===== config.mk =====
export PLATFORM = sky130hd
export DESIGN_NAME = deser16
export DESIGN_NICKNAME = d
export VERILOG_FILES = /design/src/rtl/deser16_pkg.sv /design/src/rtl/deser16_slip.sv /design/src/rtl/deser16.sv
export SDC_FILE = /design/constraint.sdc
export NUM_CORES = 1
export LEC_CHECK = 0
export BUFFER_PORTS_ARGS = -buffer_cell sky130_fd_sc_hd__buf_4
export CORE_MARGIN = 2
export CORE_UTILIZATION = 59
export CTS_CLUSTER_SIZE = 16
export DETAILED_ROUTE_END_ITERATION = 16
export PLACE_DENSITY = 0.91
export SLEW_MARGIN = 30
export SYNTH_ARGS = -nofsm -noshare
export SYNTH_HDL_FRONTEND = slang
export SYNTH_SLANG_ARGS = --single-unit

===== constraint.sdc =====
create_clock -name CLK -period 3.9 [get_ports CLK]
set_input_delay 0.585 -clock CLK [delete_from_list [all_inputs] [get_ports CLK]]
set_output_delay 0.585 -clock CLK [all_outputs]
set_load 0.01 [all_outputs]

===== src/rtl/deser16_pkg.sv =====
// deser16_pkg: word/counter widths and types shared by the deser16 1:16 deserializer.
package deser16_pkg;

  localparam int DESER_W = 16;
  localparam int CNT_W   = 4;

  typedef logic [DESER_W-1:0] deser_word_t;
  typedef logic [CNT_W-1:0]   deser_cnt_t;

  localparam deser_cnt_t CNT_LAST = deser_cnt_t'(DESER_W - 1);

endpackage


===== src/rtl/deser16_slip.sv =====
// deser16_slip: CALIB rising-edge detector holding at most one pending bitslip.
module deser16_slip
  import deser16_pkg::*;
(
  input  logic CLK,
  input  logic RESETN,
  input  logic CALIB,
  input  logic i_consume,
  output logic o_slip_pend
);

  logic r_calib_d;
  logic r_slip_pend;
  logic w_rise;

  assign w_rise = CALIB & ~r_calib_d;

  // Consumption wins over a new edge, so edges arriving while a slip is pending are absorbed.
  always_ff @(posedge CLK or negedge RESETN) begin
    if (!RESETN) begin
      r_calib_d   <= 1'b0;
      r_slip_pend <= 1'b0;
    end else begin
      r_calib_d <= CALIB;
      if (i_consume) begin
        r_slip_pend <= 1'b0;
      end else if (w_rise) begin
        r_slip_pend <= 1'b1;
      end
    end
  end

  assign o_slip_pend = r_slip_pend;

endmodule


===== src/rtl/deser16.sv =====
// deser16: 1:16 serial-to-parallel deserializer with CALIB-driven bitslip.
// Optional macro DESER16_BITCNT_EN adds the BITCNT debug output (current bit index).
module deser16
  import deser16_pkg::*;
#(
  parameter bit          LSB_FIRST = 1'b1,
  parameter deser_word_t Q_INIT    = '0
) (
  input  logic        CLK,
  input  logic        RESETN,
  input  logic        CE,
  input  logic        D,
  input  logic        CALIB,
  output deser_word_t Q,
  output logic        VALID
`ifdef DESER16_BITCNT_EN
  ,
  output deser_cnt_t  BITCNT
`endif
);

  deser_word_t r_sreg;
  deser_word_t r_q;
  deser_cnt_t  r_cnt;
  logic        r_valid;

  deser_word_t w_shifted;
  logic        w_slip_pend;
  logic        w_consume;

  assign w_consume = CE & w_slip_pend;

  deser16_slip u_slip (
    .CLK         (CLK),
    .RESETN      (RESETN),
    .CALIB       (CALIB),
    .i_consume   (w_consume),
    .o_slip_pend (w_slip_pend)
  );

  always_comb begin
    if (LSB_FIRST) begin
      w_shifted = {D, r_sreg[DESER_W-1:1]};
    end else begin
      w_shifted = {r_sreg[DESER_W-2:0], D};
    end
  end

  // A slipped bit is shifted but not counted, stretching that word by one bit.
  always_ff @(posedge CLK or negedge RESETN) begin
    if (!RESETN) begin
      r_sreg  <= '0;
      r_cnt   <= '0;
      r_q     <= Q_INIT;
      r_valid <= 1'b0;
    end else begin
      r_valid <= 1'b0;
      if (CE) begin
        r_sreg <= w_shifted;
        if (!w_slip_pend) begin
          if (r_cnt == CNT_LAST) begin
            r_q     <= w_shifted;
            r_valid <= 1'b1;
            r_cnt   <= '0;
          end else begin
            r_cnt <= r_cnt + deser_cnt_t'(1);
          end
        end
      end
    end
  end

  assign Q     = r_q;
  assign VALID = r_valid;
`ifdef DESER16_BITCNT_EN
  assign BITCNT = r_cnt;
`endif

endmodule


Word level (Yosys, flattened, before mapping)
Cells that the tools add are included.
{"block": "word_totals", "register_bits": 39, "output_inout_bits": 17, "wordCells": 21, "in_bits": 5}
{"block": "op_classes", "muxes": 6, "eq_ne": 1, "bitwise": 4, "addsub": 1, "reduce_logical": 3}
{"cell": "1-bit two-way mux", "n": 5}
{"cell": "4-bit by 1-bit adder with 4-bit output (second input constant)", "n": 1}
{"cell": "4-bit == test (second input constant)", "n": 1}
{"cell": "4-bit two-way mux", "n": 1}
{"cell": "3-bit AND reduction", "n": 1}
{"cell": "1-bit bitwise AND", "n": 2}
{"cell": "1-bit NOT", "n": 2}
{"cell": "2-bit AND reduction", "n": 1}
{"cell": "2-bit nonzero test", "n": 1}

Depth between registers and ports, before layout
{"block": "depth", "ltp_word": 4, "ltp_mapped": 5, "mapped_depth_nobuf": 4}

Cells and area by module
A second synthesis with hierarchy kept.
{"block": "hier_totals", "cells_unflattened": 90, "hier_area_um2": 1519.0}
{"mod": "deser16", "cells_per_inst": 85, "seq_area_each_um2": 900.9, "n_inst": 1, "area_per_inst_um2": 1450.1}
{"mod": "deser16_slip", "cells_per_inst": 5, "seq_area_each_um2": 50.0, "n_inst": 1, "area_per_inst_um2": 68.8}

Least setup slack after synthesis
OpenSTA, ideal clock, no wires.
{"block": "synth_path", "kind": "in2reg", "from": "in CE", "to": "reg r_q[0] (netlist: Q[0])", "setup_slack_ns": 2.381, "cell_stages": 5, "setup_ns": 0.125, "arrival_ns": 1.394, "path_buffers": 2, "required_ns": 3.775, "cell_sequence": "buf_6 > nand2b_4 > nor2_8 > buf_12 > mux2_4"}
{"block": "synth_via", "elab_chain_cells": 1}
{"element": "start, declared", "line": "deser16.sv:11", "text": "input logic CE,"}
{"element": "3-bit AND reduction (no source line)"}
{"element": "end signal, assigned", "line": "deser16.sv:62", "text": "r_q <= w_shifted;"}
{"element": "end, declared", "line": "deser16.sv:23", "text": "deser_word_t r_q;"}
Every way passes these cells.
A chain may end at the register's enable or synchronous reset.

Final worst setup path
{"block": "layout_path", "from": "reg r_cnt[0]", "to": "reg r_q[9] (netlist: Q[9])"}
{"block": "layout_via", "elab_chain_cells": 2}
{"element": "start, declared", "line": "deser16.sv:24", "text": "deser_cnt_t r_cnt;"}
{"element": "start signal, assigned", "line": "deser16.sv:66", "text": "r_cnt <= r_cnt + deser_cnt_t'(1);"}
{"element": "4-bit == test", "line": "deser16.sv:61", "text": "if (r_cnt == CNT_LAST) begin"}
{"element": "3-bit AND reduction (no source line)"}
Every way passes these cells.

==> out/results.md <==
- 19 — distinct cell type count of the synthesized netlist
- 0.6330 — GPL Wtd Cong
- 0 — remaining antenna violation count after routing
- 1672 um2 — instance area at placement
- 0.1770 ns — worst hold slack
- 39 — largest net degree at the start of global routing
- 738 — via count of the first global-routing pass
- 0.8684 nW — Lkg Pwr
- 0 — # setup viols final
- 0 — maxcap violations
- 15.72% — layout-stage area growth over the synthesis result
- ha_1, nand3_2, nor2_8, mux2_2 — ordered cell list for the critical path
- 605.2 MHz — achievable frequency
- 2 — deepest level of the CTS H-tree
- 21 — buffers added on ports
- 17 — largest fanout of any net on the critical path
- 518.0 um2 — total area of multi-input combinational cells
- 0.1769 — Tot GR Track Use
- 3498 um — first-pass GRT wire length
- 0 — post-cts gate resize count
- 0.11 ns — clock transition at the register clock pins on the worst setup and hold paths after CTS
- 1.87 ns — arrival time at the worst endpoint
- 0 ns — summed negative setup slack over all endpoints
- 0.7025 — slew margin rel.
- 0.6162 — Starting Density
- 4.12 ns — data required time at the worst endpoint
- 1513 um2 — post-synthesis instance area
- 4 — cells on worst reg2reg path
- 100 — Post-Synthesis Net Count
- 1596 um — placed wire-length estimate
- Q[9]$_DFFE_PN0P_ — Setup crit end
- 0 — postcts setup bufs
- 0.6286 — Seq/Total Area, Yosys
- flop — kind of start point of the critical path
- flop — crit end category
- 800 — number of vias in the routed layout
- 38 — Sink Count
- 0 — initial antenna violation count
- 0 — n_diodes
- 0.4462 ns — slew of the pin with the lowest slew margin
- 0 — number of warning messages in the yosys log
- 54.64 um — Die X-Extent
- 125 — number of nets in the layout
- 164 — fillcell total
- false — RSZ-0062 raised after global routing
- 18 — row count
- 0.34 ns — insertion delay of the later-clocked pin in the worst-skew pair
- 16.09 um2 — Avg Inst Size Synth
- 0 — overflow left after global routing
- 5 — First DRT Iteration DRCs
- 54.64 um — vertical die dimension
- 0 — Hold Fails Final Rpt
- 2985 um2 — Die Outline Area
- 1750 um2 — Non-Filler Cell Area, Final
- 2455 um2 — floorplan core area
- 0.5250 — fraction of final layout cells sized beyond drive strength 1
- 38 — flop and latch count out of synthesis
- 5.333 — Avg Vias per Cell
- 1.247 mW — Total Power
- 0.01331 ns — Max Clock Skew
- 22 — boundary pin count
- sky130_fd_sc_hd__dfrtp_1 — cell taking the most area after synthesis
- 712.1 nW/um2 — total power density per cell area
- 15.29 um — routed length per instance
- 0.5465 mV — maximum ir drop on the vdd rail
- 0.45 ns — Slowest Stage Delay on Critical Path
- 0 — number of hold buffers added after cts
- 94 — gate count after technology mapping
- sky130_fd_sc_hd__dfrtp_1 — slowest cell on the critical path
- r_cnt[0]$_DFFE_PN0P_ — startpoint of the most critical register-to-register path
- sky130_fd_sc_hd__dfrtp_1 63%, sky130_fd_sc_hd__mux2_2 16%, sky130_fd_sc_hd__mux2_4 8.9%, sky130_fd_sc_hd__nand2_1 1.7%, sky130_fd_sc_hd__buf_12 1.3% — cells taking the most area after synthesis
- complete, no violations — status
- 2 — buffer depth of the longest clock path
- 0 — detailed-route DRC error count
- sky130_fd_sc_hd__clkbuf_4 — CTS Root Cell
- 5 — total clock buffers created by CTS
- primary input to asynchronous set/reset pin — worst hold path class
- 0.6286 — share of Yosys cell area claimed by the top area cell type
- 0 — Slew Limit Fails
- r_cnt[0]$_DFFE_PN0P_ — launching element of the worst setup path
- 2.25 ns — flop2flop setup slack
- 0.4237 — period utilisation layout
- 2294 um — drt total wl
- 950.9 um2 — Reg area
- flop to flop — crit path kind
- yes — TritonCTS clock tree
- 1.652 ns — Min Clock Period, post-route
- 4 — Pre-Repair DR Iteration Count
- Q[9]$_DFFE_PN0P_ — capture instance of the worst register-to-register path
-- final cells by class --
class	count	area share
repair buffers	21	0.09006
flip-flops and latches	38	0.5432
clock buffers	8	0.04503
inverters	2	0.004289
multi-input cells	51	0.2959
well taps	30	0.02144
-- routing by layer --
metal / wire [um] / track usage
met5: 0 / 0
met4: 46 / 0.08750
met3: 119 / 0.06284
met2: 1122 / 0.2599
met1: 1006 / 0.2323
-- worst min path at each step --
stage	start	endpoint	slack [ns]	cells after the start
after floorplan	RESETN	Q[0]$_DFFE_PN0P_	0.29	0
after global placement	r_sreg[1]$_DFFE_PN0P_	Q[0]$_DFFE_PN0P_	0.49	1
after detailed placement	Q[2]$_DFFE_PN0P_	Q[2]$_DFFE_PN0P_	0.49	1
after CTS	RESETN	Q[4]$_DFFE_PN0P_	0.19	1
after global routing	RESETN	Q[4]$_DFFE_PN0P_	0.20	1
final	RESETN	Q[4]$_DFFE_PN0P_	0.18	1
-- layout by cell type (no fill, tap or decap) --
cell and count:
sky130_fd_sc_hd__dfrtp_1 38, sky130_fd_sc_hd__mux2_2 22, sky130_fd_sc_hd__buf_4 21, sky130_fd_sc_hd__mux2_4 9
sky130_fd_sc_hd__nand2_1 7, sky130_fd_sc_hd__clkbuf_4 5, sky130_fd_sc_hd__o21ai_0 3, sky130_fd_sc_hd__clkbuf_8 3
sky130_fd_sc_hd__inv_1 2, sky130_fd_sc_hd__nand2b_4 1, sky130_fd_sc_hd__nand3_2 1, sky130_fd_sc_hd__nor2_8 1
sky130_fd_sc_hd__nor2b_1 1, sky130_fd_sc_hd__xnor2_1 1, sky130_fd_sc_hd__nand4_1 1, sky130_fd_sc_hd__a21oi_1 1
sky130_fd_sc_hd__o31ai_1 1, sky130_fd_sc_hd__nor2_1 1, sky130_fd_sc_hd__ha_1 1
-- worst max-delay path: cells and delay by family (launching register included) --
family                   cells  cell delay (ns)
adder cells (fa/ha/maj)      1             0.23
flip-flops                   1             0.45
multiplexers                 1             0.38
AND/OR/NAND/NOR              2             0.47
-- cell usage after synthesis --
cell,instances
sky130_fd_sc_hd__nor2_1,1
sky130_fd_sc_hd__nand2_1,7
sky130_fd_sc_hd__nand2b_4,1
sky130_fd_sc_hd__buf_2,1
sky130_fd_sc_hd__mux2_4,9
sky130_fd_sc_hd__nor2b_1,1
sky130_fd_sc_hd__o31ai_1,1
sky130_fd_sc_hd__inv_1,2
sky130_fd_sc_hd__o21ai_0,3
sky130_fd_sc_hd__nand4_1,1
sky130_fd_sc_hd__buf_12,1
sky130_fd_sc_hd__nand3_2,1
sky130_fd_sc_hd__ha_1,1
sky130_fd_sc_hd__a21oi_1,1
sky130_fd_sc_hd__dfrtp_1,38
sky130_fd_sc_hd__mux2_2,22
sky130_fd_sc_hd__nor2_8,1
sky130_fd_sc_hd__xnor2_1,1
sky130_fd_sc_hd__buf_6,1
-- sequential cells by signal, indices dropped and copies added, names as in the netlist --
signal and count:
Q 16, r_sreg 15, r_cnt 4, VALID 1, u_slip.o_slip_pend 1, u_slip.r_calib_d 1
-- cell families after synthesis --
family,Yosys count,share of synthesized area
fa+ha+maj,1,0.008270
compound gates,5,0.01819
flops,38,0.6286
mux,31,0.2531
buf+inv,5,0.02895
simple gates,13,0.05708
xor+xnor,1,0.005791
-- per-stage QoR --
stage	setup slack (ns)	utilization	instances
after CTS	2.254	0.7130	150
after global routing	2.197	0.7130	150
after global placement	2.164	0.6809	142
final	2.248	0.7130	150
after detailed placement	2.114	0.6809	142
after floorplan	2.381	-	94
-- where the power goes --
part           internal [mW]  switching [mW]  total, mW  leakage [nW]
registers              0.541           0.105      0.647         0.485
clock network          0.123           0.123      0.246        0.0446
logic                  0.225           0.128      0.353         0.339
(Power assumes the default switching activity.)
